<file path="config.mk">
export PLATFORM = sky130hd
export DESIGN_NAME = apb_reg_slave
export DESIGN_NICKNAME = d
export VERILOG_FILES = /design/src/rtl/apb_pkg.sv /design/src/rtl/apb_en_counter.sv /design/src/rtl/apb_reg_slave.sv
export SDC_FILE = /design/constraint.sdc
export NUM_CORES = 1
export LEC_CHECK = 0
export ABC_CLOCK_PERIOD_IN_PS = 5600
export BUFFER_PORTS_ARGS = -buffer_cell sky130_fd_sc_hd__buf_2
export CORE_MARGIN = 1
export CORE_UTILIZATION = 40
export DETAILED_ROUTE_END_ITERATION = 10
export GPL_TIMING_DRIVEN = 1
export HOLD_SLACK_MARGIN = 0.12
export PLACE_DENSITY_LB_ADDON = 0.12
export RECOVER_POWER = 50
export SKIP_LAST_GASP = 1
export SYNTH_ARGS = -nofsm -noshare
export SYNTH_HDL_FRONTEND = slang
export SYNTH_SLANG_ARGS = --single-unit
</file>
<file path="constraint.sdc">
create_clock -name pclk -period 5.6 [get_ports pclk]
set_clock_uncertainty 0.15 [all_clocks]
set_input_delay 0.56 -clock pclk [delete_from_list [all_inputs] [get_ports pclk]]
set_output_delay 0.56 -clock pclk [all_outputs]
set_load 0.01 [all_outputs]
</file>
<file path="src/rtl/apb_pkg.sv">
// Shared types and register map for the APB register completer.
package apb_pkg;

  localparam int APB_DW = 32;

  localparam logic [APB_DW-1:0] CTRL_OFS    = 32'h00;
  localparam logic [APB_DW-1:0] COUNT_OFS   = 32'h04;
  localparam logic [APB_DW-1:0] SCRATCH_OFS = 32'h08;

  typedef enum logic {
    IDLE,
    ACCESS
  } apb_state_t;

endpackage

</file>
<file path="src/rtl/apb_en_counter.sv">
// Free-running up-counter that wraps at 2^COUNT_W and is held at zero
// whenever the enable input is low.
module apb_en_counter #(
  parameter int COUNT_W = 8
) (
  input  logic               pclk,
  input  logic               rst,
  input  logic               en,
  output logic [COUNT_W-1:0] count
);

  // Increment while enabled, clear to zero while disabled.
  always_ff @(posedge pclk) begin
    if (rst) begin
      count <= '0;
    end else if (en) begin
      count <= count + COUNT_W'(1);
    end else begin
      count <= '0;
    end
  end

endmodule

</file>
<file path="src/rtl/apb_reg_slave.sv">
// APB completer exposing CTRL, a gated COUNT register and NUM_SCRATCH
// scratch words, with a fixed number of wait states per access phase.
module apb_reg_slave
  import apb_pkg::*;
#(
  parameter int ADDR_W      = 8,
  parameter int NUM_SCRATCH = 2,
  parameter int WAIT_STATES = 0,
  parameter int COUNT_W     = 8
) (
  input  logic              pclk,
  input  logic              rst,
  input  logic              psel,
  input  logic              penable,
  input  logic              pwrite,
  input  logic [APB_DW-1:0] paddr,
  input  logic [APB_DW-1:0] pwdata,
  output logic [APB_DW-1:0] prdata,
  output logic              pready,
  output logic              pslverr,
  output logic              count_en
);

  apb_state_t         state;
  logic               wr_q;
  logic [ADDR_W-1:0]  addr_q;
  logic [APB_DW-1:0]  wdata_q;
  logic [3:0]         wcnt;

  logic               ctrl;
  logic [COUNT_W-1:0] count;
  logic [APB_DW-1:0]  scratch [NUM_SCRATCH];

  logic [APB_DW-1:0]  ofs;
  logic [APB_DW-1:0]  rdata_sel;
  logic               misaligned;
  logic               out_of_range;
  logic               ro_write;
  logic               commit;

  // Upper address bits beyond ADDR_W are intentionally not decoded.
  logic               unused_paddr;
  assign unused_paddr = ^paddr;

  // Word-aligned byte offset of the latched address.
  assign ofs          = 32'(addr_q) & ~32'h3;
  assign misaligned   = (addr_q[1:0] != 2'b00);
  assign out_of_range = (ofs >= SCRATCH_OFS + 32'(4 * NUM_SCRATCH));
  assign ro_write     = wr_q && (ofs == COUNT_OFS);

  // Completion is purely a function of state and the wait counter.
  assign pready   = (state == ACCESS) && (wcnt == 4'd0);
  assign pslverr  = pready && (misaligned || out_of_range || ro_write);
  assign commit   = pready && wr_q && !pslverr;
  assign count_en = ctrl;

  // Transfer FSM: latch the setup phase, count down waits, then complete.
  always_ff @(posedge pclk) begin
    if (rst) begin
      state   <= IDLE;
      wr_q    <= 1'b0;
      addr_q  <= '0;
      wdata_q <= '0;
      wcnt    <= '0;
    end else begin
      case (state)
        IDLE: begin
          // An access-phase strobe without a prior setup is ignored.
          if (psel && !penable) begin
            state   <= ACCESS;
            wr_q    <= pwrite;
            addr_q  <= paddr[ADDR_W-1:0];
            wdata_q <= pwdata;
            wcnt    <= 4'(WAIT_STATES);
          end
        end
        ACCESS: begin
          if (wcnt == 4'd0) begin
            state <= IDLE;
          end else if (!psel) begin
            // Initiator abandoned the transfer: leave without side effects.
            state <= IDLE;
          end else if (penable) begin
            wcnt <= wcnt - 4'd1;
          end
        end
        default: state <= IDLE;
      endcase
    end
  end

  // Register file writes commit only on an error-free completing write.
  always_ff @(posedge pclk) begin
    if (rst) begin
      ctrl <= 1'b0;
      for (int k = 0; k < NUM_SCRATCH; k++) begin
        scratch[k] <= '0;
      end
    end else if (commit) begin
      if (ofs == CTRL_OFS) begin
        ctrl <= wdata_q[0];
      end
      for (int k = 0; k < NUM_SCRATCH; k++) begin
        if (ofs == SCRATCH_OFS + 32'(4 * k)) begin
          scratch[k] <= wdata_q;
        end
      end
    end
  end

  // Read mux over the register map; unmapped offsets read zero.
  always_comb begin
    rdata_sel = '0;
    if (ofs == CTRL_OFS) begin
      rdata_sel[0] = ctrl;
    end else if (ofs == COUNT_OFS) begin
      rdata_sel[COUNT_W-1:0] = count;
    end
    for (int k = 0; k < NUM_SCRATCH; k++) begin
      if (ofs == SCRATCH_OFS + 32'(4 * k)) begin
        rdata_sel = scratch[k];
      end
    end
  end

  assign prdata = (pready && !wr_q && !pslverr) ? rdata_sel : '0;

  apb_en_counter #(
    .COUNT_W (COUNT_W)
  ) u_counter (
    .pclk  (pclk),
    .rst   (rst),
    .en    (ctrl),
    .count (count)
  );

endmodule

</file>
Yosys cells after proc, flatten, opt, wreduce, memory -nomap -nowiden

Memories as Yosys holds them, arrays and structs flattened.
Cells that the tools add are included.

Register bits: 55
Memory bits (writable): 64
Input bits: 69
Output and inout port bits: 35
Memories: 1

Add/subtract/negate cells: 2
$lt $le $gt $ge: 1
Equality and inequality tests: 7
Multiplexer cells: 27
Bitwise operators: 4
Reductions and logical operators: 20

Memories:

| memory  | words | bits a word | read ports | clocked after Yosys merged registers in | wr ports | line                | RTL |
|---|---|---|---|---|---|---|---|
| scratch | 2     | 32          | 2          | 0                                       | 2        | apb_reg_slave.sv:32 | `logic [APB_DW-1:0] scratch [NUM_SCRATCH];` |

Operator list:

| cell                | number |
|---|---|
| $mux 32             | 5 |
| $logic_not 32->1    | 1 |
| $mux 4              | 4 |
| $mux 1              | 14 |
| $eq 6x2->1 const B  | 2 |
| $add 8x1->8 const B | 1 |
| $ge 8x5->1 const B  | 1 |
| $logic_and 1x1->1   | 8 |
| $mux 8              | 1 |
| $ne 2x2->1 const B  | 4 |
| $pmux 4 s2          | 1 |
| $mux 7              | 1 |
| $eq 6x1->1 const B  | 1 |
| $logic_not 4->1     | 1 |
| $reduce_and 2->1    | 2 |
| $reduce_and 4->1    | 1 |
| $sub 4x1->4 const B | 1 |
| $logic_not 1->1     | 3 |
| $logic_or 1x1->1    | 2 |
| $not 1->1           | 2 |
| $or 1x1->1          | 2 |
| $pmux 1 s2          | 1 |
| $reduce_bool 2->1   | 1 |
| $reduce_or 2->1     | 1 |

Longest topological paths before layout

Gate-level depths: netlist of the first run.

Depth after elaboration: 10
Gate-level depth with buffers: 7

Hierarchy

From an unflattened synthesis of the first run, not the netlist that was laid out.

Cell total of the unflattened synthesis: 467
Area total of the unflattened synthesis: 4997.3 um^2

By module, submodules not included:

| module         | instances | cells an instance | area an instance (um^2) | sequential area each (um^2) |
|---|---|---|---|---|
| apb_reg_slave  | 1         | 432               | 4683.2                  | 2862.7 |
| apb_en_counter | 1         | 35                | 314.1                   | 160.2 |

Worst setup path before layout of the first run

Ideal clock, no wire load.

Path type: register to register
Start point: reg wcnt[0]
End point: mem scratch[1][0], in the netlist scratch[0][32] (enable)
Library setup time: 0.466 ns
Arrival: 3.408 ns
Required time: 4.984 ns
Setup slack: 1.576 ns
Cell stages (with the launch flop): 7
Path buffers: 1
Path through: dfxtp_1 -> inv_1 -> ha_1 -> nor4bb_1 -> buf_2 -> nand3_1 -> o21ai_0

RTL lines:

| item                     | line                | RTL |
|---|---|---|
| start: declaration       | apb_reg_slave.sv:28 | `logic [3:0] wcnt;` |
| start signal: assignment | apb_reg_slave.sv:74 | `wcnt <= 4'(WAIT_STATES);` |
| start signal: assignment | apb_reg_slave.sv:84 | `wcnt <= wcnt - 4'd1;` |
| end: declaration         | apb_reg_slave.sv:32 |  |

Worst setup path in the final report of the first run

Start point: reg state
End point: out prdata[1]

Longest elaborated chain between the ends: 5
Elaborated cells between the ends (all ways): 6
Classes of those cells: 1 x mux; 5 x reduce/logical

Ends and longest elaborated chain:

| item                     | line                 | RTL |
|---|---|---|
| start: declaration       | apb_reg_slave.sv:24  | `apb_state_t state;` |
| start signal: assignment | apb_reg_slave.sv:60  | `state <= IDLE;` |
| start signal: assignment | apb_reg_slave.sv:70  | `state <= ACCESS;` |
| start signal: assignment | apb_reg_slave.sv:79  | `state <= IDLE;` |
| $logic_and 1x1->1 *      | apb_reg_slave.sv:52  | `assign pready = (state == ACCESS) && (wcnt == 4'd0);` |
| $logic_and 1x1->1        | apb_reg_slave.sv:53  | `assign pslverr = pready && (misaligned \|\| out_of_range \|\| ro_write);` |
| $logic_not 1->1          | apb_reg_slave.sv:126 | `assign prdata = (pready && !wr_q && !pslverr) ? rdata_sel : '0;` |
| $logic_and 1x1->1 *      | apb_reg_slave.sv:126 |  |
| $mux 32 *                | apb_reg_slave.sv:126 |  |
| end: declaration         | apb_reg_slave.sv:18  | `output logic [APB_DW-1:0] prdata,` |

Every way passes the cells marked *; elsewhere a longest branch is shown, timed or not.

==> metrics, run 1 <==
status complete, but fails checks; failing checks max-capacitance violations, max-slew violations; largest family of logic cells by synthesized area simple AND/OR/NAND/NOR gates; post-synth cell types 42; post-CTS setup repair buffer count 0; XOR/XNOR Fraction of Synth Area 0.00713; Rel. slew slack -0.549; final instance area 6010 sq um; global-route wire length before repair 17400 microns; PostCTS Resize Cnt 0; relative contribution of combinational cells to total power 0.051; Adder-Cell Fraction of Synth Area 0.00509; TritonCTS clock tree done; total global routing overflow 0; post-cts hold buffer count 0; Internal Dissipation 1.64 mW; fin cells 707; Total Neg Setup Slack 0 ps; area taken by multi-input logic gates ~1700 sq um; library cell used as clock root buffer clkbuf_16; sort of element at the start of the critical path register; antenna-violating nets left 0; cell type contributing the most total cell area after synthesis edfxtp_1; buffer levels on the longest clock path 2; final wirelength 10600 microns; Core Region 12000 sq um; cell with the biggest individual delay on the critical path a2111oi_0; worst setup path class reg -> out; portion of netlist area occupied by mux cells 0.0555; number of placement rows 40; Detailed Routing Iterations Pass 1 5; Min Hold Slack between 200 and 250 ps; count leader, synth nand2_1; Power Dens Cells 349 nW/um^2; leading cell types by total area after synthesis edfxtp_1 39%, dfxtp_1 22%, nand2_1 7.9%, mux2i_1 5.1%, a21oi_1 4.9%; leakage roughly 2.2 nW; Max Fclk 0.268 GHz; beginning of the worst register-to-register path state$_SDFF_PP0_; H-tree depth 4; placed wire-length estimate 6600 microns; Post-synth ARST share 0; clock latency on the worst-skew pair 410 ps; TritonCTS Buffers 17; Slew @ Worst Pin ~2300 ps; Min-Delay Startpoint pwdata[8]; CP Cell Sequence nor4bb_1 -> buf_4 -> nand4b_1 -> a2111oi_0 -> buf_2; relative contribution of the clock network to total power 0.490; Die Width 113 microns; Antenna Cells 0; top cell family by delay on the critical path simple AND/OR/NAND/NOR gates; All-Layer GR Usage 0.181; post-synthesis simple-gate area fraction 0.193; sequential cell area 3020 sq um; post-layout util 0.500; area post-placement 5440 sq um; largest net degree at the start of global routing 49; total I/O pin count 104; Main synth FF type edfxtp_1; Critical Path Sink Type output pin; via density per instance 5.07; switching fraction of total power 0.217; portion of the post-synthesis area used by sequential elements 0.615; Area Overhead vs Synth 22.2%; effective utilization at floorplan 0.409; gate count after technology mapping 477; number of failing setup endpoints in the final timing report 0; Yosys Warn Count 0; MaxCap Viol Count 1; final cycle utilization of the critical path 0.666; synthesized area divided by synthesized cell count 10.3 sq um; area fraction in compound gates after synthesis 0.0896; Hold Violations, Final 0; portion of synthesized cell area occupied by the leading cell type 0.391; clk sink count 119; Commonest cells post-synth 103 x nand2_1, 64 x edfxtp_1, 55 x dfxtp_1; antenna violations before repair 0; data arrival time of the critical path just over 3000 ps; Clock transition at path regs ~60 ps; Die Area 12700 sq um; Peak supply drop approximately 0.00019 V; number of DRC markers in iteration 0 around 160; unrepaired setup endpoints after global routing no; DRC viols 0; number of buffers and inverters on the critical path 2; area of the mapped netlist 4910 sq um; switching power 0.456 mW; Yosys reg bits 119; number of global-route vias before repair 3563; sequential share of power 0.459; launching element of the worst setup path state$_SDFF_PP0_; number of buffer cells added on primary ports around 80; post-layout net count 618; Max FO, Critical Path 13; Net Count, Synth 548; total of fill cells in the finished design 1121; slowest cell delay on critical path 600 ps; Routability Congestion 0.737; post-DR wirelength/cell 15.1 microns; number of vias in the routed layout 3585; path category of the worst min-delay check in -> reg; share of post-route cells with drive strength above 1 0.214; count of final max-slew check failures 49; reg-to-reg setup timing slack 2040 ps; number of enable-type register cells in the synthesized netlist between 60 and 70; die extent in y 113 microns; endpoint required time on the critical path 4890 ps; crit path time final 3730 ps; DP Cell Count 675
-- power groups by stage --
stage | registers [mW] | clock network, mW | logic (mW)
2_1_floorplan | 0.977 | 0 | 0.0703
3_3_place_gp | 0.979 | 0 | 0.107
3_5_place_dp | 0.980 | 0 | 0.109
4_1_cts | 0.962 | 1.05 | 0.109
5_1_grt | 0.966 | 1.09 | 0.121
6_report | 0.962 | 1.03 | 0.107
-- stage by stage --
step / power (mW) / setup slack (ps)
2_1_floorplan: 1.05 / 1580
3_3_place_gp: 1.09 / 2110
3_5_place_dp: 1.09 / 2050
4_1_cts: 2.12 / 1900
5_1_grt: 2.18 / 1600
6_report: 2.10 / 1870
-- cell families after synthesis --
group	Yosys count
fa+ha+maj	2
buf+inv	45
compound gates	78
flops	119
mux	26
simple gates	203
xor+xnor	4
-- per-layer routing --
layer / vias to the layer above / part of all wire / GRT usage
met1: 1685 / 0.45 / 0.220
met2: 80 / 0.49 / 0.304
met4: 0 / 0.014 / 0.0711
li1: 1804 / - / -
met3: 16 / 0.041 / 0.0536
met5: - / 0 / 0
-- registers in the layout, indices dropped and copies added, names as in the netlist --
signal           count
scratch             64
wdata_q             32
addr_q               8
u_counter.count      8
wcnt                 4
count_en             1
state                1
wr_q                 1
-- cells in the final DEF, fill, tap and decap left out, drive strengths merged, types with 2 or more instances in the layout --
master / n
a2111oi: 4
a211oi: 4
a21o: 3
a21oi: 48
a31oi: 3
and2: 22
and3: 2
buf: 81
clkbuf: 23
clkinv: 5
clkinvlp: 3
dfxtp: 55
edfxtp: 64
ha: 2
inv: 15
mux2i: 25
nand2: 103
nand3: 5
nand3b: 2
nand4: 4
nor2: 33
nor2b: 2
nor3: 12
nor3b: 3
o21ai: 11
or3: 5
or4: 3
xor2: 3
-- worst paths after layout --
path                            cells past startpoint                        to
worst max register to register                      4  scratch[0][18]$_DFFE_PP_
worst min-delay path                                3   wdata_q[8]$_SDFFE_PP0P_
worst min register to register                      2  wdata_q[14]$_SDFFE_PP0P_
worst max-delay path                                5                 prdata[1]
-- worst reg2reg max path: stages, from the launching register on --
cell,delay (ps)
dfxtp_1,590
nor4bb_1,570
buf_4,250
nand3_1,500
o21ai_4,1100
-- final cells by class --
cell class                      count  share of cell area
Clock buffer                       20              0.0796
Clock inverter                     12              0.0160
Inverter                           12             0.00750
Multi-Input combinational cell    313               0.291
Sequential cell                   119               0.504
Tap cell                          147              0.0306
Timing Repair Buffer               84              0.0715
No activity file was read; power rests on OpenSTA's default activity.
==> run 2: changes to the inputs <==
- ABC_CLOCK_PERIOD_IN_PS: 5600 -> 3900
- clock period: 5.6 -> 3.9 ns (I/O delays scaled with it)
==> metrics, run 2 (synthesized netlist as in run 1, its figures left out) <==
final wirelength 11100 microns (was 10600 microns); number of flip-flops in the largest register 64 (unchanged); crit path time final 3280 ps; H-tree depth 4 (unchanged); worst setup path class reg -> reg (was reg -> out); sort of element at the start of the critical path register (unchanged); endpoint required time on the critical path 3840 ps (was 4890 ps); total I/O pin count 104 (unchanged); post-cts hold buffer count 41 (was 0); logic depth of the worst register-to-register path 5 (was 4); number of vias in the routed layout 3786 (was 3585); Hold Violations, Final 0 (unchanged); clock latency on the worst-skew pair 410 ps (about the same); largest registers in the final layout scratch (64), wdata_q (32) (unchanged); post-DR wirelength/cell 14.7 microns (was 15.1 microns); DRC viols 0 (unchanged); Die Width 113 microns (unchanged); status complete, but fails checks (unchanged); antenna violations before repair 0 (unchanged); Detailed Routing Iterations Pass 1 4 (was 5); placed wire-length estimate 6970 microns (was 6600 microns); number of global-route vias before repair 3670 (was 3563); TritonCTS Buffers 17 (unchanged); effective utilization at floorplan 0.409 (unchanged); die extent in y 113 microns (unchanged); cell count of the worst hold path 3 (unchanged); Antenna Cells 0 (unchanged); Core Region 12000 sq um (unchanged); Peak supply drop 0.000237 V (was 0.000189 V); library cell used as clock root buffer clkbuf_16 (unchanged); leading cell type in the layout, fill and taps excluded nand2_1 (unchanged); unrepaired setup endpoints after global routing no (unchanged); Area Overhead vs Synth 33.0% (was 22.2%); Die Area 12700 sq um (unchanged); data arrival time of the critical path 3230 ps (was 3020 ps); leakage 2.50 nW (was 2.25 nW); PostCTS Resize Cnt 0 (unchanged); global-route wire length before repair 17700 microns (was 17400 microns); worst reg2reg path endpoint scratch[0][54]$_DFFE_PP_ (was scratch[0][18]$_DFFE_PP_); Largest Register scratch (unchanged); Slew @ Worst Pin 1600 ps (was 2320 ps); largest net degree at the start of global routing 42 (was 49); post-layout net count 664 (was 618); Min Hold Slack 156 ps (was 238 ps); hold worst-path end state$_SDFF_PP0_ (was wdata_q[8]$_SDFFE_PP0P_); fin cells 753 (was 707); antenna-violating nets left 0 (unchanged); buffer levels on the longest clock path 2 (unchanged); final instance area 6540 sq um (was 6010 sq um); Rel. slew slack -0.0774 (was -0.549); Min-Delay Startpoint psel (was pwdata[8]); clk sink count 119 (unchanged); Max FO, Critical Path 24 (was 13); beginning of the worst register-to-register path state$_SDFF_PP0_ (unchanged); number of failing setup endpoints in the final timing report 0 (unchanged); All-Layer GR Usage 0.184 (was 0.181); Routability Congestion 0.737 (unchanged); TritonCTS clock tree done (unchanged); Power Dens Cells 491 nW/um^2 (was 349 nW/um^2); number of DRC markers in iteration 0 243 (was 158); number of placement rows 40 (unchanged); reg-to-reg setup timing slack 620 ps (was 2040 ps); MaxCap Viol Count 2 (was 1); total global routing overflow 0 (unchanged); Clock transition at path regs 50 ps (was 60 ps); Critical Path Sink Type register (was output pin); number of buffer cells added on primary ports 79 (unchanged); area post-placement 5500 sq um (was 5440 sq um); failing checks max-capacitance violations, max-slew violations (unchanged); path category of the worst min-delay check in -> reg (unchanged); share of post-route cells with drive strength above 1 0.198 (was 0.214); most frequent cells in the layout 103 x nand2_1, 77 x buf_2, 64 x edfxtp_1 (was 103 x nand2_1, 76 x buf_2, 64 x edfxtp_1); final cycle utilization of the critical path 0.842; DP Cell Count 680 (was 675); post-CTS setup repair buffer count 0 (unchanged); via density per instance 5.03 (was 5.07); count of final max-slew check failures 51 (was 49); Max Fclk 0.305 GHz; total design power 3.21 mW (was 2.10 mW)
## run 2: cell types whose count changed in the layout (fill, tap and decap cells not counted), sizes merged
cell         change
clkbuf           +8
clkinv           -3
inv              -2
dlygate4sd3     +41
clkinvlp         -3
buf              +5
## run 2: worst max path at each step
stage | startpoint | endpoint | slack [ps]
final | state$_SDFF_PP0_ | scratch[0][54]$_DFFE_PP_ | 620
after global routing | state$_SDFF_PP0_ | scratch[0][54]$_DFFE_PP_ | 340
after CTS | state$_SDFF_PP0_ | prdata[1] | 690
after detailed placement | state$_SDFF_PP0_ | prdata[1] | 1140
after global placement | state$_SDFF_PP0_ | prdata[1] | 1180
after floorplan | wcnt[0]$_SDFFE_PP0P_ | scratch[0][32]$_DFFE_PP_ | -120
## run 2: final cells by class
type / instances / area (sq um)
clock inverter: 4 / 45.0
inverter: 12 / 45.0
sequential: 119 / 3020
multi-input combinational: 313 / 1740
timing repair buffer: 130 / 900
fill: 1096 / 5470
tap: 147 / 184
clock buffer: 28 / 602
## run 2: power by group
part / switching, mW / internal (mW)
sequential: 0.0254 / 1.36
clock: 0.525 / 1.11
combinational: 0.0978 / 0.0860
total: 0.648 / 2.56
## run 2: routing by layer
metal  global-route usage  share of wire  vias up
met5                    0              0        -
met3               0.0562          0.046        4
met4               0.0676         0.0056        0
met2                0.303           0.49       98
li1                     -              -     1900
met1                0.227           0.45     1784
## run 2: through the flow
stage               setup WS (ps)  TNS (ps)   util
detailed placement           1140         0  0.458
floorplan                    -124     -7910      -
finish                        617         0  0.544
global placement             1180         0  0.458
global route                  335         0  0.544
CTS                           693         0  0.546
## run 2: worst max-delay path, cell delays in order, from the launching register on
cell and delay (ps):
dfxtp_1 590, nor4bb_1 320, buf_4 210, nand3_1 120, o21ai_0 1270, buf_12 290
